File: config.mk
export PLATFORM = sky130hd
export DESIGN_NAME = fetch_stage
export DESIGN_NICKNAME = d
export VERILOG_FILES = /design/src/rtl/fetch_stage.sv
export SDC_FILE = /design/constraint.sdc
export NUM_CORES = 1
export LEC_CHECK = 0
export ABC_AREA = 1
export CORE_MARGIN = 1
export CORE_UTILIZATION = 35
export CTS_CLUSTER_DIAMETER = 150
export DETAILED_ROUTE_END_ITERATION = 8
export GPL_TIMING_DRIVEN = 0
export PLACE_DENSITY = 0.66
export SLEW_MARGIN = 5
export SYNTH_ARGS = -nofsm -noshare
export SYNTH_HDL_FRONTEND = slang
export SYNTH_SLANG_ARGS = --single-unit
File: constraint.sdc
create_clock -name clk -period 3.5 [get_ports clk]
set_clock_uncertainty 0.2 [all_clocks]
set_input_delay 0.7 -clock clk [delete_from_list [all_inputs] [get_ports clk]]
set_output_delay 0.7 -clock clk [all_outputs]
set_load 0.02 [all_outputs]
File: src/rtl/fetch_stage.sv
`default_nettype none
// ============================================================================
//  Module   : fetch_stage
//  Purpose  : Instruction-fetch stage of a 5-stage pipeline. Holds the fetch
//             PC, drives the instruction memory address combinationally and
//             registers the fetched word into the IF/ID pipeline register.
//             Handles hazard stalls, MEM-stage redirects (inserting a single
//             bubble), a one-cycle boot state after reset, a counter of
//             accepted instructions and a sticky misaligned-target flag.
//  Ports    :
//    clk            in   1   rising-edge clock
//    rst            in   1   synchronous active-high reset
//    stall          in   1   hazard hold request (freezes PC and IF/ID)
//    redirect       in   1   taken branch / jump from MEM stage
//    redirect_pc    in  32   redirect target address
//    imem_addr      out 32   instruction memory address (= pc)
//    imem_data      in  32   instruction word at imem_addr (same cycle)
//    pc             out 32   current fetch PC
//    if_id_inst     out 32   registered instruction for decode
//    if_id_pc_next  out 32   registered pc+4 of that instruction
//    if_id_valid    out  1   1 = if_id_inst is a real fetched instruction
//    fetch_state    out  2   BOOT=0, RUN=1, HOLD=2, SQUASH=3
//    fetch_count    out 32   instructions accepted into IF/ID (wraps)
//    misalign_err   out  1   sticky: a redirect target had bits[1:0] != 0
//  Revision : 1.0  initial release
// ============================================================================
module fetch_stage #(
  parameter logic [31:0] RESET_PC = 32'h0000_0000,
  parameter logic [31:0] NOP_INST = 32'h0000_0000
) (
  input  logic        clk,
  input  logic        rst,
  input  logic        stall,
  input  logic        redirect,
  input  logic [31:0] redirect_pc,
  output logic [31:0] imem_addr,
  input  logic [31:0] imem_data,
  output logic [31:0] pc,
  output logic [31:0] if_id_inst,
  output logic [31:0] if_id_pc_next,
  output logic        if_id_valid,
  output logic [1:0]  fetch_state,
  output logic [31:0] fetch_count,
  output logic        misalign_err
);

  typedef enum logic [1:0] {
    ST_BOOT   = 2'd0,
    ST_RUN    = 2'd1,
    ST_HOLD   = 2'd2,
    ST_SQUASH = 2'd3
  } state_t;

  state_t      state_q, state_d;
  logic [31:0] pc_q, pc_d;
  logic [31:0] inst_q, inst_d;
  logic [31:0] pc_next_q, pc_next_d;
  logic        valid_q, valid_d;
  logic [31:0] count_q, count_d;
  logic        misalign_q, misalign_d;
  logic [31:0] pc_plus4;

  // Natural 32-bit add: 0xFFFF_FFFC + 4 wraps to 0 silently.
  assign pc_plus4 = pc_q + 32'd4;

  always_comb begin
    // Default: everything holds.
    state_d    = state_q;
    pc_d       = pc_q;
    inst_d     = inst_q;
    pc_next_d  = pc_next_q;
    valid_d    = valid_q;
    count_d    = count_q;
    misalign_d = misalign_q;

    case (state_q)
      // Boot lasts exactly one cycle and ignores stall/redirect so the
      // first fetch always starts cleanly from RESET_PC.
      ST_BOOT: begin
        state_d = ST_RUN;
      end
      default: begin
        if (redirect) begin
          // Low address bits are dropped; a misaligned target is only
          // reported, never trapped. IF/ID becomes a bubble, which also
          // discards any instruction held there by a concurrent stall.
          pc_d       = {redirect_pc[31:2], 2'b00};
          inst_d     = NOP_INST;
          valid_d    = 1'b0;
          state_d    = ST_SQUASH;
          misalign_d = misalign_q | (|redirect_pc[1:0]);
        end else if (stall) begin
          state_d = ST_HOLD;
        end else begin
          pc_d      = pc_plus4;
          inst_d    = imem_data;
          pc_next_d = pc_plus4;
          valid_d   = 1'b1;
          count_d   = count_q + 32'd1;
          state_d   = ST_RUN;
        end
      end
    endcase
  end

  always_ff @(posedge clk) begin
    if (rst) begin
      state_q    <= ST_BOOT;
      pc_q       <= RESET_PC;
      inst_q     <= NOP_INST;
      pc_next_q  <= 32'h0000_0000;
      valid_q    <= 1'b0;
      count_q    <= 32'h0000_0000;
      misalign_q <= 1'b0;
    end else begin
      state_q    <= state_d;
      pc_q       <= pc_d;
      inst_q     <= inst_d;
      pc_next_q  <= pc_next_d;
      valid_q    <= valid_d;
      count_q    <= count_d;
      misalign_q <= misalign_d;
    end
  end

  assign imem_addr     = pc_q;
  assign pc            = pc_q;
  assign if_id_inst    = inst_q;
  assign if_id_pc_next = pc_next_q;
  assign if_id_valid   = valid_q;
  assign fetch_state   = state_q;
  assign fetch_count   = count_q;
  assign misalign_err  = misalign_q;

endmodule
`default_nettype wire

==> impl_metrics.tcl <==
set metrics [dict create \
    ios 232 \
    grtUsageTotal 0.230 \
    num_rows 50 \
    dr_total_vias 7131 \
    ir_drop_mv 0.326 \
    die_h_um 140 \
    cts_tree "done" \
    gp_congestion 0.928 \
    h-tree-depth 4 \
    netlist_area_sq_um 6640 \
    die_w_um 140 \
    post_cts_buffers 0 \
    layout-drive-gt1-share 0.0938 \
    cts_buffer_depth 2 \
    drt_iter0_drc 401 \
    grt_pass1_wl_mm 34.7 \
    grt.met3_usage 0.0551 \
    fmax_ghz 0.388 \
    reg2reg_from "imem_addr[2]$_SDFFE_PP0N_" \
    path_cells "buf_4 > clkdlybuf4s50_1" \
    cp-start-kind "flip-flop" \
    cpLargestDelayFamily "buffers and inverters" \
    startpoint "imem_addr[2]$_SDFFE_PP0N_" \
    cts_root_buf "clkbuf_16" \
    drcViolationCount 0 \
    start_util 0.356 \
    p_per_area_nw_per_um2 418 \
    leakage_uw 0.00386 \
    worstHoldStart "misalign_err$_SDFFE_PP0P_" \
    critical_path.max_fanout 6 \
    fillCellCount 1853 \
    period_share 0.736 \
    numCtsBuffers 17 \
    dpl.cell_count 1462 \
    period_needed_ns 2.58 \
    final_cell_mix "286 x nand2_1, 223 x clkdlybuf4s50_1, 142 x nor2_1, 128 x dfxtp_1, 108 x a21oi_1" \
    nets 1317 \
    yosysUniqueCellTypes 36 \
    worst_pin_slew_ns 0.718 \
    clk_latency_ns 0.42 \
    setup_tns_ns 0 \
    critPathMaxStageDelay_ns 0.60 \
    wl_mm 22.2 \
    hpwlAfterDp_mm 17.0 \
    core_sq_um 18600 \
    area_growth_pct 46.4 \
    grt_setup_unrepaired "no" \
    status "finished clean" \
    fin_cells 1492 \
    hold_buffers 0 \
    setup_viol 0 \
    ys_warn_count 0 \
    antenna_found_initial 0 \
    slew_violations 0 \
    use_met1 0.283 \
    ys_seq_elements 128 \
    grt_start_max_net_pins 17 \
    hold_class "flip-flop to flip-flop" \
    worst_ep_required_time_ns 2.60 \
    wl_per_cell_um 14.9 \
    clk_pin_slew_ns 0.06 \
    syn_avg_cell_area_sq_um 6.64 \
    worstPathArrival_ns 1.68 \
    num_antenna_cells 0 \
    syn_inst 1000 \
    viasPerCell 4.78 \
    slew_headroom 0.521 \
    grt_pass1_vias 6548 \
    ys_seq_area_frac 0.386 \
    crit_slowest_cell "clkdlybuf4s50_1" \
    critPathBufInv 2 \
    worst_setup_path_end_kind "output port" \
    post_cts_resized 0 \
    cts_sinks 128 \
    firstDrtPassIters 6 \
    met2_usage 0.385 \
    hold_viol 0 \
    path_class "flip-flop to output port" \
    dieArea_sq_um 19500 \
    mostFrequentLayoutCell "nand2_1" \
    antenna_left 0 \
    grt-busiest-layer "met2" \
    overflow 0 \
    port_buffers 223 \
    maxCapViolCount 0 \
]
[where the power goes]
part	internal [uW]	switching, uW	total, uW
Sequential	1530	92.2	1620
Combinational	372	416	788
Clock	1020	632	1650
Total	2920	1140	4070
[synthesized netlist by cell type]
| cell | n | area share |
|---|---|---|
| a211oi_1 | 1 | 0.0011 |
| a21o_1 | 1 | 0.0011 |
| a21oi_1 | 108 | 0.081 |
| a31oi_1 | 3 | 0.0028 |
| and2_1 | 4 | 0.0038 |
| buf_1 | 7 | 0.0040 |
| buf_2 | 14 | 0.011 |
| buf_4 | 37 | 0.042 |
| clkbuf_1 | 18 | 0.010 |
| clkbuf_2 | 1 | 0.00075 |
| conb_1 | 1 | 0.00056 |
| dfxtp_1 | 128 | 0.39 |
| ha_1 | 2 | 0.0038 |
| inv_1 | 78 | 0.044 |
| inv_2 | 3 | 0.0017 |
| nand2_1 | 286 | 0.16 |
| nand2_2 | 8 | 0.0075 |
| nand2_4 | 3 | 0.0051 |
| nand3_1 | 22 | 0.017 |
| nand3_2 | 1 | 0.0015 |
| nand3_4 | 1 | 0.0026 |
| nand3b_1 | 8 | 0.0090 |
| nand4_1 | 6 | 0.0057 |
| nor2_1 | 142 | 0.080 |
| nor2_2 | 11 | 0.010 |
| nor2_4 | 9 | 0.015 |
| nor2_8 | 2 | 0.0060 |
| nor3_1 | 4 | 0.0030 |
| nor3_4 | 1 | 0.0024 |
| nor4_1 | 1 | 0.00094 |
| o211ai_1 | 1 | 0.0011 |
| o21ai_0 | 59 | 0.044 |
| o21ai_1 | 11 | 0.0083 |
| xnor2_1 | 3 | 0.0040 |
| xor2_1 | 14 | 0.018 |
| xor2_2 | 1 | 0.0024 |
[state kept, by name (all words and copies together), names as in the netlist]
name and cells:
fetch_state 2, fetch_count 32, misalign_err 1, if_id_valid 1, imem_addr 30, if_id_pc_next 30, if_id_inst 32
[metal layers]
layer  up-vias  share of wire
li1       3618              -
met1      3217           0.44
met2       255           0.48
met3        41          0.063
met4         0          0.024
met5         -              0
[cells by family after synthesis]
group           share of synthesized area
flops                               0.386
simple gates                        0.332
xor+xnor                           0.0249
buf+inv                             0.113
fa+ha+maj                         0.00377
compound gates                      0.140
other cells                      0.000565
[stage by stage]
stage / setup WS [ns] / power, uW / hold WS (ns) / area (sq um) / util
after CTS: 0.899 / 4100 / 0.255 / 9730 / 0.522
after global routing: 0.858 / 4230 / 0.260 / 9730 / 0.522
final: 0.923 / 4070 / 0.255 / 9730 / 0.522
after detailed placement: 0.854 / 2440 / 0.247 / 9190 / 0.493
after global placement: 0.883 / 2430 / 0.240 / 9190 / 0.493
after floorplan: 1.59 / 2050 / 0.326 / 6660 / -
[worst min-delay path, cell delays in order (launching register included)]
cell and delay, ns:
dfxtp_1 0.30, inv_1 0.04, a21oi_1 0.06
[layout make-up]
class	instances	area, sq um	area share
sequential	128	2560	0.263
tap	234	293	0.0301
multi-input combinational	719	3350	0.344
timing repair buffer	223	2230	0.229
clock buffer	24	482	0.0495
inverter	81	304	0.0313
buffer	77	447	0.0459
clock inverter	6	58.8	0.00605
[worst paths after layout]
check | endpoint | slack [ns] | cells after the start
max | pc[2] | 0.92 | 2
min | misalign_err$_SDFFE_PP0P_ | 0.25 | 2
max reg2reg | imem_addr[18]$_SDFFE_PP0N_ | 1.44 | 8
min reg2reg | misalign_err$_SDFFE_PP0P_ | 0.25 | 2
Note: power is estimated with default switching activity, not from simulation.
